### src/rtl/transmission_pkg.sv
// Shared types and constants for the transmission8 distributor sequencer.
package transmission_pkg;

   typedef enum logic [1:0] {
      IDLE = 2'd0,
      SCAN = 2'd1,
      DONE = 2'd2
   } state_t;

   localparam int CH_W = 3;
   localparam int NUM_CH = 8;
   localparam logic [7:0] IDLE_WORD_DEF = 8'hFF;

endpackage

### src/rtl/transmission8_scan_ctrl_chan_next_find.sv
// Finds the lowest enabled channel at or above channel 0 (first=1),
// or strictly above cur (first=0).
module chan_next_find
   import transmission_pkg::*;
(
   input  logic [NUM_CH-1:0] mask,
   input  logic [CH_W-1:0]   cur,
   input  logic              first,
   output logic [CH_W-1:0]   nxt,
   output logic              found
);

   always_comb begin
      nxt = '0;
      found = 1'b0;
      for (int i = 0; i < NUM_CH; i++) begin
         if (!found && mask[i] && (first || (CH_W'(i) > cur))) begin
            found = 1'b1;
            nxt = CH_W'(i);
         end
      end
   end

endmodule

### src/rtl/transmission8_scan_ctrl.sv
// Frame sequencer for the 8-channel distributor: latches a word and mask,
// then walks the select lines through each enabled channel once.
module transmission8_scan_ctrl
   import transmission_pkg::*;
#(
   parameter int SLOT_CYCLES = 4,
   parameter logic [7:0] IDLE_WORD = IDLE_WORD_DEF
)
(
   input  logic       clk,
   input  logic       rst,
   input  logic       in_valid,
   output logic       in_ready,
   input  logic [7:0] in_data,
   input  logic [7:0] in_mask,
   input  logic       abort,
   output logic [7:0] data_o,
   output logic       A,
   output logic       B,
   output logic       C,
   output logic       busy,
   output logic       done
);

   localparam int CNT_W = (SLOT_CYCLES > 1) ? $clog2(SLOT_CYCLES) : 1;
   localparam logic [CNT_W-1:0] CNT_LAST = CNT_W'(SLOT_CYCLES - 1);

   state_t           state;
   logic [CNT_W-1:0] cnt;
   logic [7:0]       word_q;
   logic [7:0]       mask_q;
   logic [CH_W-1:0]  sel;
   logic [CH_W-1:0]  nxt;
   logic             found;
   logic             in_idle;

   assign {A, B, C} = sel;
   assign in_idle = (state == IDLE);

   // In IDLE the search runs on the incoming mask so the first channel is
   // ready on the accepting edge; in SCAN it looks above the current channel.
   chan_next_find u_find (
      .mask  (in_idle ? in_mask : mask_q),
      .cur   (sel),
      .first (in_idle),
      .nxt   (nxt),
      .found (found)
   );

   always_ff @(posedge clk) begin
      if (rst) begin
         state    <= IDLE;
         data_o   <= IDLE_WORD;
         sel      <= '0;
         busy     <= 1'b0;
         done     <= 1'b0;
         in_ready <= 1'b1;
         cnt      <= '0;
         word_q   <= '0;
         mask_q   <= '0;
      end else begin
         case (state)
            IDLE: begin
               done <= 1'b0;
               if (in_valid) begin
                  word_q   <= in_data;
                  mask_q   <= in_mask;
                  cnt      <= '0;
                  in_ready <= 1'b0;
                  if (found) begin
                     state  <= SCAN;
                     sel    <= nxt;
                     data_o <= in_data;
                     busy   <= 1'b1;
                  end else begin
                     state <= DONE;
                     done  <= 1'b1;
                  end
               end
            end
            SCAN: begin
               if (abort) begin
                  state    <= IDLE;
                  data_o   <= IDLE_WORD;
                  sel      <= '0;
                  busy     <= 1'b0;
                  in_ready <= 1'b1;
                  cnt      <= '0;
               end else if (cnt == CNT_LAST) begin
                  cnt <= '0;
                  if (found) begin
                     sel    <= nxt;
                     data_o <= word_q;
                  end else begin
                     state  <= DONE;
                     done   <= 1'b1;
                     busy   <= 1'b0;
                     data_o <= IDLE_WORD;
                     sel    <= '0;
                  end
               end else begin
                  cnt <= cnt + CNT_W'(1);
               end
            end
            DONE: begin
               state    <= IDLE;
               done     <= 1'b0;
               in_ready <= 1'b1;
            end
            default: begin
               state    <= IDLE;
               data_o   <= IDLE_WORD;
               sel      <= '0;
               busy     <= 1'b0;
               done     <= 1'b0;
               in_ready <= 1'b1;
            end
         endcase
      end
   end

endmodule

### config.mk
export PLATFORM = sky130hd
export DESIGN_NAME = transmission8_scan_ctrl
export DESIGN_NICKNAME = d
export VERILOG_FILES = /design/src/rtl/transmission_pkg.sv /design/src/rtl/transmission8_scan_ctrl_chan_next_find.sv /design/src/rtl/transmission8_scan_ctrl.sv
export SDC_FILE = /design/constraint.sdc
export NUM_CORES = 1
export LEC_CHECK = 0
export ABC_AREA = 1
export ABC_CLOCK_PERIOD_IN_PS = 1700
export CAP_MARGIN = 10
export CORE_ASPECT_RATIO = 0.6
export CORE_MARGIN = 3
export CORE_UTILIZATION = 45
export DETAILED_ROUTE_END_ITERATION = 12
export HOLD_SLACK_MARGIN = 0.06
export PLACE_DENSITY_LB_ADDON = 0.12
export SETUP_SLACK_MARGIN = 0.15
export SLEW_MARGIN = 20
export SYNTH_ARGS = -nofsm -noshare
export SYNTH_HDL_FRONTEND = slang
export SYNTH_SLANG_ARGS = --single-unit
### constraint.sdc
create_clock -name clk -period 1.7 [get_ports clk]
set_input_delay 0.255 -clock clk [delete_from_list [all_inputs] [get_ports clk]]
set_output_delay 0.255 -clock clk [all_outputs]
set_load 0.01 [all_outputs]
# --- Word-level counts from Yosys, hierarchy flattened ---
# Cells that the tools add are included.
classes:
  n_reduce_logical: 39
  n_lt_le_gt_ge: 8
  bitwise: 1
  addsub: 1
  eq_ne: 11
  muxes: 53
op_table:
  columns: ["cell", "count"]
  rows:
  - ["2-to-1 mux 8 bit", 6]
  - ["2-to-1 mux 3 bit", 9]
  - ["one-hot mux 8 bit (3 select lines)", 1]
  - ["2-to-1 mux 1 bit", 21]
  - ["2-to-1 mux 2 bit", 10]
  - ["logical AND 1 bit", 15]
  - ["greater-than comparator 3 bit, first input constant", 4]
  - ["inequality test 2 bit, second input constant", 6]
  - ["one-hot mux 3 bit (3 select lines)", 1]
  - ["logical OR 1 bit", 8]
  - ["one-hot mux 2 bit (2 select lines)", 2]
  - ["logical NOT 1 bit", 7]
  - ["greater-than comparator 1 x 3 -> 1 bit, first input constant", 2]
  - ["greater-than comparator 2 x 3 -> 1 bit, first input constant", 2]
  - ["inequality test 3 bit, second input constant", 2]
  - ["AND reduction 2 bit", 3]
  - ["AND reduction 3 bit", 2]
  - ["AND reduction 5 bit", 1]
  - ["== test 2 bit, second input constant", 2]
  - ["one-hot mux 1 bit (2 select lines)", 2]
  - ["AND reduction 4 bit", 1]
  - ["one-hot mux 1 bit (3 select lines)", 1]
  - ["adder 2 x 1 -> 2 bit, second input constant", 1]
  - ["== test 2 x 1 -> 1 bit, second input constant", 1]
  - ["3 further kinds", 3]
totals:
  reg_bits: 34
  word_cells: 122
  inputBits: 20

# --- Depth between registers and ports, before layout ---
depth:
  word_depth: 36
  mapped_depth: 14
  mapped_depth_nobuf: 14

# --- Cells and area by module ---
# From an unflattened synthesis, not the netlist that was laid out.
hier_totals:
  cells_unflattened: 291
  area_unflattened_um2: 1866.8
modules_own_cells:
  columns: ["module", "n_inst", "seq_area_each_um2", "area_per_inst_um2", "cells_each"]
  rows:
  - ["transmission8_scan_ctrl", 1, 680.7, 1626.6, 246]
  - ["chan_next_find", 1, 0.0, 240.2, 45]

# --- Worst setup path after synthesis ---
# No wires, ideal clock.
synth_path:
  kind: "register to register"
  from: "reg sel[1]"
  to: "reg sel[1]"
  t_required_ns: 1.633
  path_stages_with_launch: 12
  n_path_buf: 1
  slack_ns: 0.049
  setup_ns: 0.067
  arrival_time_ns: 1.584
  cell_sequence: "dfxtp_1 > nor2_1 > nand3_1 > nand2_1 > nor2_2 > nand3_2 > nor2_4 > nand4_2 > nand2_4 > buf_6 > nand2_2 > a21oi_2"
synth_via:
  elab_chain_cells: 36
synth_rtl:
  columns: ["item", "line", "source"]
  rows:
  - ["start, declared", "transmission8_scan_ctrl.sv:32", "logic [CH_W-1:0] sel;"]
  - ["start signal, assigned", "transmission8_scan_ctrl.sv:72", "sel <= nxt;"]
  - ["start signal, assigned", "transmission8_scan_ctrl.sv:92", "sel <= nxt;"]
  - ["greater-than comparator 1 x 3 -> 1 bit", "transmission8_scan_ctrl_chan_next_find.sv:17", "if (!found && mask[i] && (first || (CH_W'(i) > cur))) begin"]
  - ["logical OR 1 bit", "transmission8_scan_ctrl_chan_next_find.sv:17", null]
  - ["logical AND 1 bit", "transmission8_scan_ctrl_chan_next_find.sv:17", null]
  - ["2-to-1 mux 1 bit", "transmission8_scan_ctrl_chan_next_find.sv:17", null]
  - ["logical NOT 1 bit", "transmission8_scan_ctrl_chan_next_find.sv:17", null]
  - ["logical AND 1 bit (2 in series)", "transmission8_scan_ctrl_chan_next_find.sv:17", null]
  - ["2-to-1 mux 1 bit", "transmission8_scan_ctrl_chan_next_find.sv:17", null]
  - ["logical NOT 1 bit", "transmission8_scan_ctrl_chan_next_find.sv:17", null]
  - ["[18 not listed]", null, null]
  - ["2-to-1 mux 1 bit", "transmission8_scan_ctrl_chan_next_find.sv:17", null]
  - ["logical NOT 1 bit", "transmission8_scan_ctrl_chan_next_find.sv:17", null]
  - ["logical AND 1 bit (2 in series)", "transmission8_scan_ctrl_chan_next_find.sv:17", null]
  - ["2-to-1 mux 3 bit / 2-to-1 mux 1 bit (equally long branches)", "transmission8_scan_ctrl_chan_next_find.sv:17", null]
  - ["2-to-1 mux 3 bit", "transmission8_scan_ctrl.sv:91", "if (found) begin"]
  - ["2-to-1 mux 3 bit", "transmission8_scan_ctrl.sv:89", "end else if (cnt == CNT_LAST) begin"]
  - ["2-to-1 mux 3 bit", "transmission8_scan_ctrl.sv:82", "if (abort) begin"]
  - ["one-hot mux 3 bit (3 select lines)", "transmission8_scan_ctrl.sv:62", "case (state)"]
# Several ways; a longest one is shown, not always the timed one. The select of a mux whose other input is x is not followed.
# A chain may end at the register's enable or synchronous reset.

# --- Final worst setup path ---
layout_path:
  from: "reg state[1]"
  to: "reg sel[1]"
layout_via:
  elab_chain_cells: 36
layout_rtl:
  columns: ["item", "line", "source"]
  rows:
  - ["start, declared", "transmission8_scan_ctrl.sv:28", "state_t state;"]
  - ["start signal, assigned", "transmission8_scan_ctrl.sv:52", "state <= IDLE;"]
  - ["start signal, assigned", "transmission8_scan_ctrl.sv:71", "state <= SCAN;"]
  - ["start signal, assigned", "transmission8_scan_ctrl.sv:76", "state <= DONE;"]
  - ["logical NOT 2 bit", "transmission8_scan_ctrl.sv:38, transmission8_scan_ctrl.sv:62", null]
  - ["2-to-1 mux 8 bit / logical OR 1 bit (equally long branches)", "transmission8_scan_ctrl.sv:43, transmission8_scan_ctrl_chan_next_find.sv:17", null]
  - ["logical AND 1 bit", "transmission8_scan_ctrl_chan_next_find.sv:17", null]
  - ["2-to-1 mux 1 bit", "transmission8_scan_ctrl_chan_next_find.sv:17", null]
  - ["logical NOT 1 bit", "transmission8_scan_ctrl_chan_next_find.sv:17", null]
  - ["logical AND 1 bit (2 in series)", "transmission8_scan_ctrl_chan_next_find.sv:17", null]
  - ["2-to-1 mux 1 bit", "transmission8_scan_ctrl_chan_next_find.sv:17", null]
  - ["logical NOT 1 bit", "transmission8_scan_ctrl_chan_next_find.sv:17", null]
  - ["[18 not listed]", null, null]
  - ["2-to-1 mux 1 bit", "transmission8_scan_ctrl_chan_next_find.sv:17", null]
  - ["logical NOT 1 bit", "transmission8_scan_ctrl_chan_next_find.sv:17", null]
  - ["logical AND 1 bit (2 in series)", "transmission8_scan_ctrl_chan_next_find.sv:17", null]
  - ["2-to-1 mux 3 bit / 2-to-1 mux 1 bit (equally long branches)", "transmission8_scan_ctrl_chan_next_find.sv:17", null]
  - ["2-to-1 mux 3 bit", "transmission8_scan_ctrl.sv:91", null]
  - ["2-to-1 mux 3 bit", "transmission8_scan_ctrl.sv:89", null]
  - ["2-to-1 mux 3 bit", "transmission8_scan_ctrl.sv:82", null]
  - ["one-hot mux 3 bit (3 select lines)", "transmission8_scan_ctrl.sv:62", null]
# Several ways; a longest one is shown, not always the timed one. The select of a mux whose other input is x is not followed.

==> flow_metrics.py <==
metrics = {
    "clock_network": {
        "cts_made_buffers": 5,
        "cts_hold_buf": 0,
        "clockBufferDepth": 2,
        "clk_latency_ns": 0.28,
        "clk_pin_slew_worst_paths_ns": 0.07,
        "clkSinkCount": 33,
        "cts.htree.levels": 2,
        "clock-root-buffer": "clkbuf_8",
        "cts_tree": "yes",
    },
    "grt": {
        "grtUsageTotal_pct": 20.6,
        "grt_pass1_vias": 1476,
        "met3_usage_pct": 5.13,
        "grt_max_degree": 20,
        "grt-ovfl-total": 0,
        "grt_use_met2_pct": 30.2,
        "grt.busiest_layer": "met2",
        "use_met1_pct": 29.5,
        "grt_first_pass_wirelength_um": 7090,
        "antenna_found_initial": 0,
    },
    "power_and_ir_drop": {
        "ir_drop_mv": 0.512,
        "leakagePower_nw": 1.03,
        "p_per_area_nw_per_um2": 984,
    },
    "detailed_routing": {
        "drc": 0,
        "drtIter0Drc": 75,
        "num_vias": 1698,
        "routedWlPerCell_um": 13.3,
        "dr.pass1.iters": 4,
        "drtAntennaViolNets": 0,
        "drt-total-wl_um": 4590,
        "routed_via_density": 4.92,
    },
    "sta": {
        "period_share_pct": 110,
        "skew_ns": 0.00321,
        "setup_violations": 15,
        "slew-limit-headroom_pct": 72.5,
        "fmax_mhz": 535,
        "hold_viol": 0,
        "drv_slew": 0,
        "fin_ws_ns": -0.168,
        "worst_pin_slew_ns": 0.413,
        "period_minus_slack_ns": 1.87,
        "rsz0062_at_grt": "true",
    },
    "place": {
        "place.gp.congestion": 0.863,
        "dp_cells": 325,
        "port_buffers": 33,
        "placed_area_sq_um": 2210,
        "dp_slack_ns": -0.313,
        "post-dp-hpwl_um": 3020,
    },
    "setup_path": {
        "worstPathArrival_ns": 2.03,
        "cp_slowest_stage_delay_ns": 0.36,
        "ff2ff_setup_slack_ns": -0.17,
        "worst_path_max_delay_cell": "dfxtp_4",
        "crit_chain": "nor2_4, buf_12, nor2_4, a21oi_4, nand3_2, nor2_4, nand3_4, nand2_4, nand2_1, nand2_1, a21oi_2",
        "crit_required_ns": 1.87,
        "cp_max_fo": 6,
        "cp-start-kind": "register",
        "r2r_cells": 11,
        "r2r-end": "sel[1]",
        "worstSetupPathType": "register to register",
        "timing.critical_path.mode_cell": "nor2_4",
        "crit_path_end_kind": "register",
        "reg2reg_from": "state[1]",
    },
    "logic_synthesis": {
        "synth_cells": 232,
        "synth_simple_gate_area_share_pct": 31.1,
        "synth_top_family_by_area": "simple AND/OR/NAND/NOR gates",
        "synth_nets": 253,
        "synthesis.area_sq_um": 1650,
        "yosys.cell_types.count": 30,
        "synth_mux_area_share_pct": 0,
        "synthAdderAreaFrac_pct": 0.759,
        "ys_seq_area_share_pct": 40.1,
        "yosys_warnings": 0,
        "ys_ff_latch": 33,
        "synth-compound-area-share_pct": 20.1,
        "avgSynthCellArea_sq_um": 7.10,
        "synth_xor_area_share_pct": 0,
    },
    "worst_hold_path": {
        "hold_depth": 2,
        "hold_class": "register to register",
        "holdPathEnd": "mask_q[5]",
        "min-delay-start": "mask_q[5]",
    },
    "die": {
        "start_util_pct": 48.7,
        "dieWidth_um": 84.1,
        "io_pins": 34,
        "die_y_um": 52.9,
        "core_region_area_sq_um": 3380,
        "fp.dieArea_sq_um": 4450,
        "row_count": 16,
    },
    "run_status": {
        "status": "finished with violations",
        "violations": "setup timing",
    },
    "cells_and_area": {
        "syn_to_final_growth_pct": 53.5,
        "drive_gt1_share_pct": 33.0,
        "n_antenna_cell": 0,
        "final_cell_area_sq_um": 2530,
        "fillers": 277,
        "final_cell_count_no_fill": 345,
        "nets": 320,
    },
    "run": {
        "maxCapViolations": 0,
    },
}
-- state kept, by name, indices dropped and copies added, names as in the netlist --
register and cells:
mask_q 7, data_o 8, done 1, in_ready 1
cnt 2, word_q 8, state 2, sel 3
busy 1
-- synthesized netlist by cell type --
cell type | instances | area share (%)
o211ai_1 | 1 | 0.46
a21oi_2 | 2 | 1.1
buf_6 | 3 | 2.0
a41oi_1 | 1 | 0.53
nand2_1 | 48 | 11
nand3_4 | 1 | 1.1
dfxtp_1 | 33 | 40
inv_2 | 6 | 1.4
ha_1 | 1 | 0.76
o21ai_1 | 22 | 6.7
a21oi_4 | 1 | 0.99
clkbuf_1 | 6 | 1.4
or2_2 | 1 | 0.38
nor2_4 | 2 | 1.4
inv_1 | 13 | 3.0
nand4_1 | 1 | 0.38
nor3b_1 | 1 | 0.46
nand3_2 | 1 | 0.61
o2111ai_1 | 1 | 0.53
nand3_1 | 7 | 2.1
nand2_4 | 2 | 1.4
nand2_2 | 4 | 1.5
a211oi_1 | 1 | 0.46
a21oi_1 | 22 | 6.7
nor2_2 | 5 | 1.9
nor2_1 | 32 | 7.3
clkinv_1 | 1 | 0.23
nand4_2 | 1 | 0.76
o21ai_0 | 9 | 2.7
nor3_1 | 3 | 0.91
-- worst max path at each step --
stage	slack, ns	from	end	cells after the start
final	-0.17	state[1]	sel[1]	11
after global routing	-0.23	state[1]	sel[1]	11
after global placement	-0.25	in_mask[0]	busy	14
after detailed placement	-0.31	in_mask[0]	done	11
after floorplan	0.10	state[0]	busy	13
after CTS	-0.02	state[0]	busy	13
-- power by group --
part           switching (W)  internal [W]  total, W
Clock               0.000288      0.000284  0.000572
Sequential         0.0000667      0.000870  0.000937
Combinational       0.000503      0.000477  0.000980
Total               0.000858       0.00163   0.00249
-- metal layers --
layer / routed length, um / share of wire (%)
met1: 2320 / 51
met2: 2000 / 44
met3: 230 / 5.0
met4: 34 / 0.74
met5: 0 / 0
-- critical path: cells and delay by family, from the launching register on --
family	cells	cell delay, ns
AND/OR/NAND/NOR	8	1.04
flip-flops	1	0.36
AO/OA/AOI/OAI	2	0.21
buffers and inverters	1	0.14
-- cell type report --
cell class | instances | area, sq um | share of cell area, %
repair buffers | 69 | 653 | 25.8
inverters | 20 | 80.1 | 3.17
multi-input cells | 170 | 986 | 39.0
clock inverters | 2 | 10.0 | 0.396
clock buffers | 6 | 72.6 | 2.87
well taps | 45 | 56.3 | 2.23
flip-flops and latches | 33 | 672 | 26.6
-- logic make-up after synthesis --
kind of cell,after synthesis
AND/OR/NAND/NOR,109
AO/OA/AOI/OAI,60
flip-flops,33
buffers and inverters,29
adder cells (fa/ha/maj),1
-- placed cells by master, fill, tap and decap left out, types with 2 or more instances in the layout --
| master | count |
|---|---|
| a21oi_2 | 9 |
| o21ai_2 | 3 |
| nand2_2 | 10 |
| nand2_1 | 41 |
| nor2_4 | 7 |
| clkinv_2 | 2 |
| nand3_2 | 4 |
| clkbuf_8 | 5 |
| nor3_1 | 2 |
| nor2_1 | 29 |
| buf_4 | 28 |
| nand3_1 | 4 |
| a21oi_1 | 15 |
| o21ai_0 | 8 |
| nand2_4 | 2 |
| inv_1 | 13 |
| buf_6 | 6 |
| nor2_2 | 3 |
| dfxtp_1 | 28 |
| inv_2 | 6 |
| o21ai_1 | 20 |
| dfxtp_4 | 2 |
| dfxtp_2 | 3 |
| clkdlybuf4s50_1 | 33 |
-- timing repair --
item	CTS	global route
pin swaps	4	10
endpoints found under the setup margin	18	24
gates resized for setup	6	30
gates cloned	0	1
setup buffers	5	6
-- metrics by stage --
step                      utilization [%]  power, W  setup TNS, ns  hold WS, ns
after detailed placement             65.3   0.00175          -3.84        0.451
after CTS                            69.5   0.00235        -0.0828        0.461
final                                74.8   0.00249          -1.54        0.460
after global routing                 74.8   0.00263          -2.62        0.489
after global placement               65.3   0.00174          -3.26        0.444
after floorplan                         -   0.00140              0        0.360
(Power assumes the default switching activity.)
